<file path="src/rtl/demux_4out_if.sv">
// Handshake/bus bundle for the 4-way demultiplexer: one input port with a
// destination select, four independent registered output channels, plus
// occupancy and acceptance counters.
interface demux_4out_if #(
    parameter int WIDTH = 32
) ();
    logic [1:0]       demux_s;
    logic             in_valid;
    logic             in_ready;
    logic [WIDTH-1:0] in_data;

    logic             out_valid_a;
    logic             out_valid_b;
    logic             out_valid_c;
    logic             out_valid_d;
    logic             out_ready_a;
    logic             out_ready_b;
    logic             out_ready_c;
    logic             out_ready_d;
    logic [WIDTH-1:0] out_data_a;
    logic [WIDTH-1:0] out_data_b;
    logic [WIDTH-1:0] out_data_c;
    logic [WIDTH-1:0] out_data_d;

    logic [2:0]       pending;
    logic [15:0]      accept_cnt;

    // Producer/consumer side (testbench or upstream + downstream logic)
    modport master (
        output demux_s, in_valid, in_data,
        output out_ready_a, out_ready_b, out_ready_c, out_ready_d,
        input  in_ready,
        input  out_valid_a, out_valid_b, out_valid_c, out_valid_d,
        input  out_data_a, out_data_b, out_data_c, out_data_d,
        input  pending, accept_cnt
    );

    // Demultiplexer side
    modport slave (
        input  demux_s, in_valid, in_data,
        input  out_ready_a, out_ready_b, out_ready_c, out_ready_d,
        output in_ready,
        output out_valid_a, out_valid_b, out_valid_c, out_valid_d,
        output out_data_a, out_data_b, out_data_c, out_data_d,
        output pending, accept_cnt
    );
endinterface

</file>
<file path="src/rtl/demux_4out.sv">
// 4-way demultiplexer with one registered slot per output channel.
// A word is routed to the slot picked by demux_s; each slot drains on its own
// valid/ready handshake. A slot that drains and refills on the same edge stays
// full, so every channel can sustain one word per cycle.
module demux_4out #(
    parameter int WIDTH = 32
) (
    input  logic         clk,
    input  logic         rstd,
    demux_4out_if.slave  bus
);

    logic [3:0]       r_valid;
    logic [WIDTH-1:0] r_data [4];
    logic [2:0]       r_pending;
    logic [15:0]      r_accept_cnt;

    logic [3:0]       w_out_ready;
    logic [3:0]       w_fill;
    logic [3:0]       w_valid_nxt;
    logic [2:0]       w_pop_nxt;
    logic             w_sel_free;
    logic             w_in_ready;
    logic             w_fire;

    assign w_out_ready = {bus.out_ready_d, bus.out_ready_c,
                          bus.out_ready_b, bus.out_ready_a};

    // Only the selected slot decides acceptance; reset forces not-ready
    always_comb begin
        w_sel_free = !r_valid[bus.demux_s] || w_out_ready[bus.demux_s];
        w_in_ready = rstd && w_sel_free;
        w_fire     = bus.in_valid && w_in_ready;
    end

    // Next slot occupancy: a fill wins over a same-edge drain
    always_comb begin
        w_fill      = '0;
        w_valid_nxt = '0;
        w_pop_nxt   = '0;
        for (int i = 0; i < 4; i++) begin
            w_fill[i]      = w_fire && (bus.demux_s == 2'(i));
            w_valid_nxt[i] = w_fill[i] || (r_valid[i] && !w_out_ready[i]);
            w_pop_nxt      = w_pop_nxt + 3'(w_valid_nxt[i]);
        end
    end

    // Slot registers, occupancy count and acceptance counter
    always_ff @(posedge clk or negedge rstd) begin
        if (!rstd) begin
            r_valid      <= '0;
            r_pending    <= '0;
            r_accept_cnt <= '0;
            for (int i = 0; i < 4; i++) begin
                r_data[i] <= '0;
            end
        end else begin
            r_valid   <= w_valid_nxt;
            r_pending <= w_pop_nxt;
            if (w_fire) begin
                r_data[bus.demux_s] <= bus.in_data;
                r_accept_cnt        <= r_accept_cnt + 16'd1;
            end
        end
    end

    assign bus.in_ready    = w_in_ready;
    assign bus.out_valid_a = r_valid[0];
    assign bus.out_valid_b = r_valid[1];
    assign bus.out_valid_c = r_valid[2];
    assign bus.out_valid_d = r_valid[3];
    assign bus.out_data_a  = r_data[0];
    assign bus.out_data_b  = r_data[1];
    assign bus.out_data_c  = r_data[2];
    assign bus.out_data_d  = r_data[3];
    assign bus.pending     = r_pending;
    assign bus.accept_cnt  = r_accept_cnt;

endmodule
</file>
<file path="src/flat_wrapper.sv">
// flat-port wrapper written by rule: the top's interface ports become plain ports
module demux_4out_flat 
#(
    parameter int WIDTH = 32
)
  (clk, rstd, bus_demux_s, bus_in_valid, bus_in_data, bus_out_ready_a, bus_out_ready_b, bus_out_ready_c, bus_out_ready_d, bus_in_ready, bus_out_valid_a, bus_out_valid_b, bus_out_valid_c, bus_out_valid_d, bus_out_data_a, bus_out_data_b, bus_out_data_c, bus_out_data_d, bus_pending, bus_accept_cnt);
  demux_4out_if #(.WIDTH(WIDTH)) bus_i ();
  input  logic clk;
  input  logic rstd;
  input wire logic [$bits(bus_i.demux_s)-1:0] bus_demux_s;
  input wire logic [$bits(bus_i.in_valid)-1:0] bus_in_valid;
  input wire logic [$bits(bus_i.in_data)-1:0] bus_in_data;
  input wire logic [$bits(bus_i.out_ready_a)-1:0] bus_out_ready_a;
  input wire logic [$bits(bus_i.out_ready_b)-1:0] bus_out_ready_b;
  input wire logic [$bits(bus_i.out_ready_c)-1:0] bus_out_ready_c;
  input wire logic [$bits(bus_i.out_ready_d)-1:0] bus_out_ready_d;
  output wire logic [$bits(bus_i.in_ready)-1:0] bus_in_ready;
  output wire logic [$bits(bus_i.out_valid_a)-1:0] bus_out_valid_a;
  output wire logic [$bits(bus_i.out_valid_b)-1:0] bus_out_valid_b;
  output wire logic [$bits(bus_i.out_valid_c)-1:0] bus_out_valid_c;
  output wire logic [$bits(bus_i.out_valid_d)-1:0] bus_out_valid_d;
  output wire logic [$bits(bus_i.out_data_a)-1:0] bus_out_data_a;
  output wire logic [$bits(bus_i.out_data_b)-1:0] bus_out_data_b;
  output wire logic [$bits(bus_i.out_data_c)-1:0] bus_out_data_c;
  output wire logic [$bits(bus_i.out_data_d)-1:0] bus_out_data_d;
  output wire logic [$bits(bus_i.pending)-1:0] bus_pending;
  output wire logic [$bits(bus_i.accept_cnt)-1:0] bus_accept_cnt;
  assign bus_i.demux_s = bus_demux_s;
  assign bus_i.in_valid = bus_in_valid;
  assign bus_i.in_data = bus_in_data;
  assign bus_i.out_ready_a = bus_out_ready_a;
  assign bus_i.out_ready_b = bus_out_ready_b;
  assign bus_i.out_ready_c = bus_out_ready_c;
  assign bus_i.out_ready_d = bus_out_ready_d;
  assign bus_in_ready = bus_i.in_ready;
  assign bus_out_valid_a = bus_i.out_valid_a;
  assign bus_out_valid_b = bus_i.out_valid_b;
  assign bus_out_valid_c = bus_i.out_valid_c;
  assign bus_out_valid_d = bus_i.out_valid_d;
  assign bus_out_data_a = bus_i.out_data_a;
  assign bus_out_data_b = bus_i.out_data_b;
  assign bus_out_data_c = bus_i.out_data_c;
  assign bus_out_data_d = bus_i.out_data_d;
  assign bus_pending = bus_i.pending;
  assign bus_accept_cnt = bus_i.accept_cnt;
  demux_4out #(.WIDTH(WIDTH)) u_core (.clk(clk), .rstd(rstd), .bus(bus_i));
endmodule
</file>
<file path="config.mk">
export PLATFORM = sky130hd
export DESIGN_NAME = demux_4out_flat
export DESIGN_NICKNAME = d
export VERILOG_FILES = /design/src/rtl/demux_4out_if.sv /design/src/rtl/demux_4out.sv /design/src/flat_wrapper.sv
export SDC_FILE = /design/constraint.sdc
export NUM_CORES = 1
export LEC_CHECK = 0
export CAP_MARGIN = 30
export CORE_UTILIZATION = 25
export CTS_CLUSTER_SIZE = 14
export DETAILED_ROUTE_END_ITERATION = 7
export HOLD_SLACK_MARGIN = 0.15
export SYNTH_ARGS = -nofsm -noshare
export SYNTH_HDL_FRONTEND = slang
export SYNTH_SLANG_ARGS = --single-unit
</file>
<file path="constraint.sdc">
create_clock -name clk -period 2.5 [get_ports clk]
set_input_delay 0.5 -clock clk [delete_from_list [all_inputs] [get_ports clk]]
set_output_delay 0.5 -clock clk [all_outputs]
set_load 0.01 [all_outputs]
</file>
==> results.toml <==
[setup_path]
critical-path-top-delay-family = "adder cells"
cp_slowest_cell = "dlygate4sd3_1"
slowest_delay_ns = 0.55
path_cells = "dlygate4sd3_1, buf_6, nand2_2, nor3_4, or2_2, ha_1, inv_1, fa_1, inv_1, ha_1"
critPathBufInv = 4
cp.arrival_ns = 2.66
required_ns = 2.79
crit_path_start_kind = "input pin"
cp_max_fo = 4
endpoint_kind = "flop"
worstSetupPathType = "input pin to flop"

[place]
portBuffers = 192
gp_congestion = 0.779
detailedPlace.worstSlack_ns = -0.293
hpwl_mm = 10.8

[hold_path]
min_path_type = "flop to flop"

[final_layout]
layout_commonest_cell = "clkdlybuf4s50_1"
areaGrowthSynthToFinish_pct = 51.9
diodes = 0
final_cell_mix = "clkdlybuf4s50_1 (189), dfrtp_1 (151), mux2_2 (129)"
drive_gt1_frac = 0.321
layout.nets = 633
fillers = 2135

[floorplan]
core_um2 = 22800
die_h_um = 155
die-area_um2 = 24100
initial_core_util = 0.257
die_w_um = 155
io_pins = 193
num_rows = 55

[synth]
synth_top_family_by_area = "multiplexers"
yosysSeqAreaShare = 0.644
synth-compound-area-share = 0.00192
syn_area_um2 = 5870
synthAdderAreaFrac = 0.00981
ys_warn_count = 0
synth_nets = 417
synth-seq-cells = 151
muxShareOfSynthArea = 0.256
synth_area_per_cell_um2 = 15.8
synthCells = 372
synth_xor_area_frac = 0.0237
yosysUniqueCellTypes = 31
synthSimpleGateAreaFrac = 0.0467

[sta]
slew_viol_final = 0
max_slew_margin = 0.492
period_share = 0.950
fin_crit_ns = 2.37
finalHoldViolCount = 0
finalSetupTns_ns = 0
tightest_slew_ns = 0.762
rsz0062_at_grt = "no"
setup_slack_ns = 0.125
timing.fmax_mhz = 421
clock_skew_ns = 0.00885
finalSetupViolCount = 0

[global_routing]
track_usage = 0.138
grt_start_max_net_pins = 75
grt_pass1_vias = 4458
globalRouteOverflowTotal = 0
antenna_found_initial = 0
grt_pass1_wl_mm = 25.3

[drt]
post_drt_wl_per_cell_um = 17.2
drtPass1Iterations = 4
vias_per_cell = 4.24
drc = 0
ant_nets = 0
vias = 3878
initialDrtViolationCount = 91
wirelength_mm = 15.7

[clock_tree]
htreeDepth = 4
cts_buffers = 17
post_cts_buffers = 0
clkLatencyLatePin_ns = 0.41
cts_tree = "built"
clockRootBuffer = "clkbuf_16"
clkSinkCount = 151
cts_buffer_depth = 2
path_clk_slew_ns = 0.06

[power_and_ir_drop]
power.density_nw_per_um2 = 909
irDropWorstVdd_mv = 0.373
leakage_nw = 3.77

[run]
cap_viol_max_count = 0

[run_status]
status = "completed"
## layout make-up
| class | count | area (um^2) | area share |
|---|---|---|---|
| Multi-Input combinational cell | 199 | 2020 | 0.227 |
| Inverter | 7 | 26.3 | 0.00295 |
| Clock inverter | 12 | 150 | 0.0168 |
| Sequential cell | 151 | 3780 | 0.424 |
| Timing Repair Buffer | 212 | 2090 | 0.234 |
| Clock buffer | 20 | 457 | 0.0512 |
| Tap cell | 313 | 392 | 0.0439 |
## power breakdown
part,internal [mW],total [mW],leakage (nW),switching (mW)
combinational,1.35,2.15,1.64,0.798
clock,1.62,2.65,0.292,1.03
sequential,2.97,3.31,1.83,0.334
total,5.94,8.10,3.77,2.16
## worst reg2reg max path, stage by stage, from the launching register on
cell	delay, ns
dfrtp_1	0.38
nor2b_1	0.32
nor4_4	0.08
or2_2	0.30
ha_1	0.28
inv_1	0.05
fa_1	0.38
inv_1	0.06
ha_1	0.22
## metrics by stage
step / util / cell area, um^2 / hold WS (ns) / power (mW) / cells
3_3_place_gp: 0.362 / 8260 / 0.481 / 5.44 / 880
3_5_place_dp: 0.362 / 8260 / 0.482 / 5.51 / 880
2_1_floorplan: - / 5870 / 0.204 / 4.08 / 372
6_report: 0.390 / 8910 / 0.505 / 8.10 / 914
4_1_cts: 0.389 / 8890 / 0.508 / 8.22 / 913
5_1_grt: 0.390 / 8910 / 0.519 / 8.52 / 914
## metal layers
metal	global-route usage	up-vias	share of wire	routed length (um)
met3	0.0538	14	0.084	1330
met5	0	-	0	0
li1	-	1751	-	-
met2	0.228	148	0.48	7500
met4	0.0430	0	0.011	178
met1	0.165	1965	0.43	6730
## cell usage after synthesis
cell type  instances  area (um^2)
nand2_2            1         6.26
and3_1             1         6.26
xnor2_1            6         52.6
nor2_1             2         7.51
and2_1             2         12.5
nand2_1            6         22.5
nor4_1             2         12.5
mux4_1             1         26.3
nand2b_1           4         25.0
and4_1             2         17.5
nor4_2             1         12.5
buf_2              6         30.0
inv_1              7         26.3
mux4_2             1         22.5
fa_1               1         20.0
a21oi_1            1         5.00
xnor2_2            1         16.3
ha_1               3         37.5
xor2_1             8         70.1
clkbuf_1           5         18.8
dfrtp_1          151         3780
buf_6              2         22.5
nor2b_1            4         25.0
nand3_1            7         35.0
a31oi_1            1         6.26
or2_2              2         12.5
buf_1              2         7.51
mux2_2           129         1450
nand4_1            4         25.0
or4b_4             1         13.8
nor3_1             8         40.0
## state kept, by name, indices dropped and copies added, names as in the netlist
register	count
u_core.bus.out_data_d	32
u_core.bus.pending	3
u_core.bus.out_data_b	32
u_core.r_valid	4
u_core.bus.out_data_c	32
u_core.bus.accept_cnt	16
u_core.bus.out_data_a	32
## path summary, 6_finish.rpt
path	depth (start not counted)	start	slack, ns	end
worst max-delay path	10	rstd	0.13	u_core.bus.pending[1]
worst min-delay path	1	u_core.bus.out_data_b[14]	0.50	u_core.bus.out_data_b[14]
worst max register to register	8	u_core.r_valid[0]	0.30	u_core.bus.pending[1]
worst min register to register	1	u_core.bus.out_data_b[14]	0.50	u_core.bus.out_data_b[14]
max in group asynchronous	4	rstd	0.83	u_core.bus.out_data_b[19]
min in group asynchronous	3	rstd	0.62	u_core.bus.accept_cnt[7]
## cell families after synthesis
logic type,Yosys count
AOI/OAI and AO/OA,2
xor gates and xnor gates,15
adders and majority gates,4
buffers and inverters,22
DFF,151
muxes,131
and+or+nand+nor,47
## what timing repair did
action | CTS | global route
setup endpoints to repair | 1 | 1
hold buffers | 1 | 0
hold endpoints to repair | 17 | 0
gates resized for setup | 6 | 1
(Power assumes the default switching activity.)
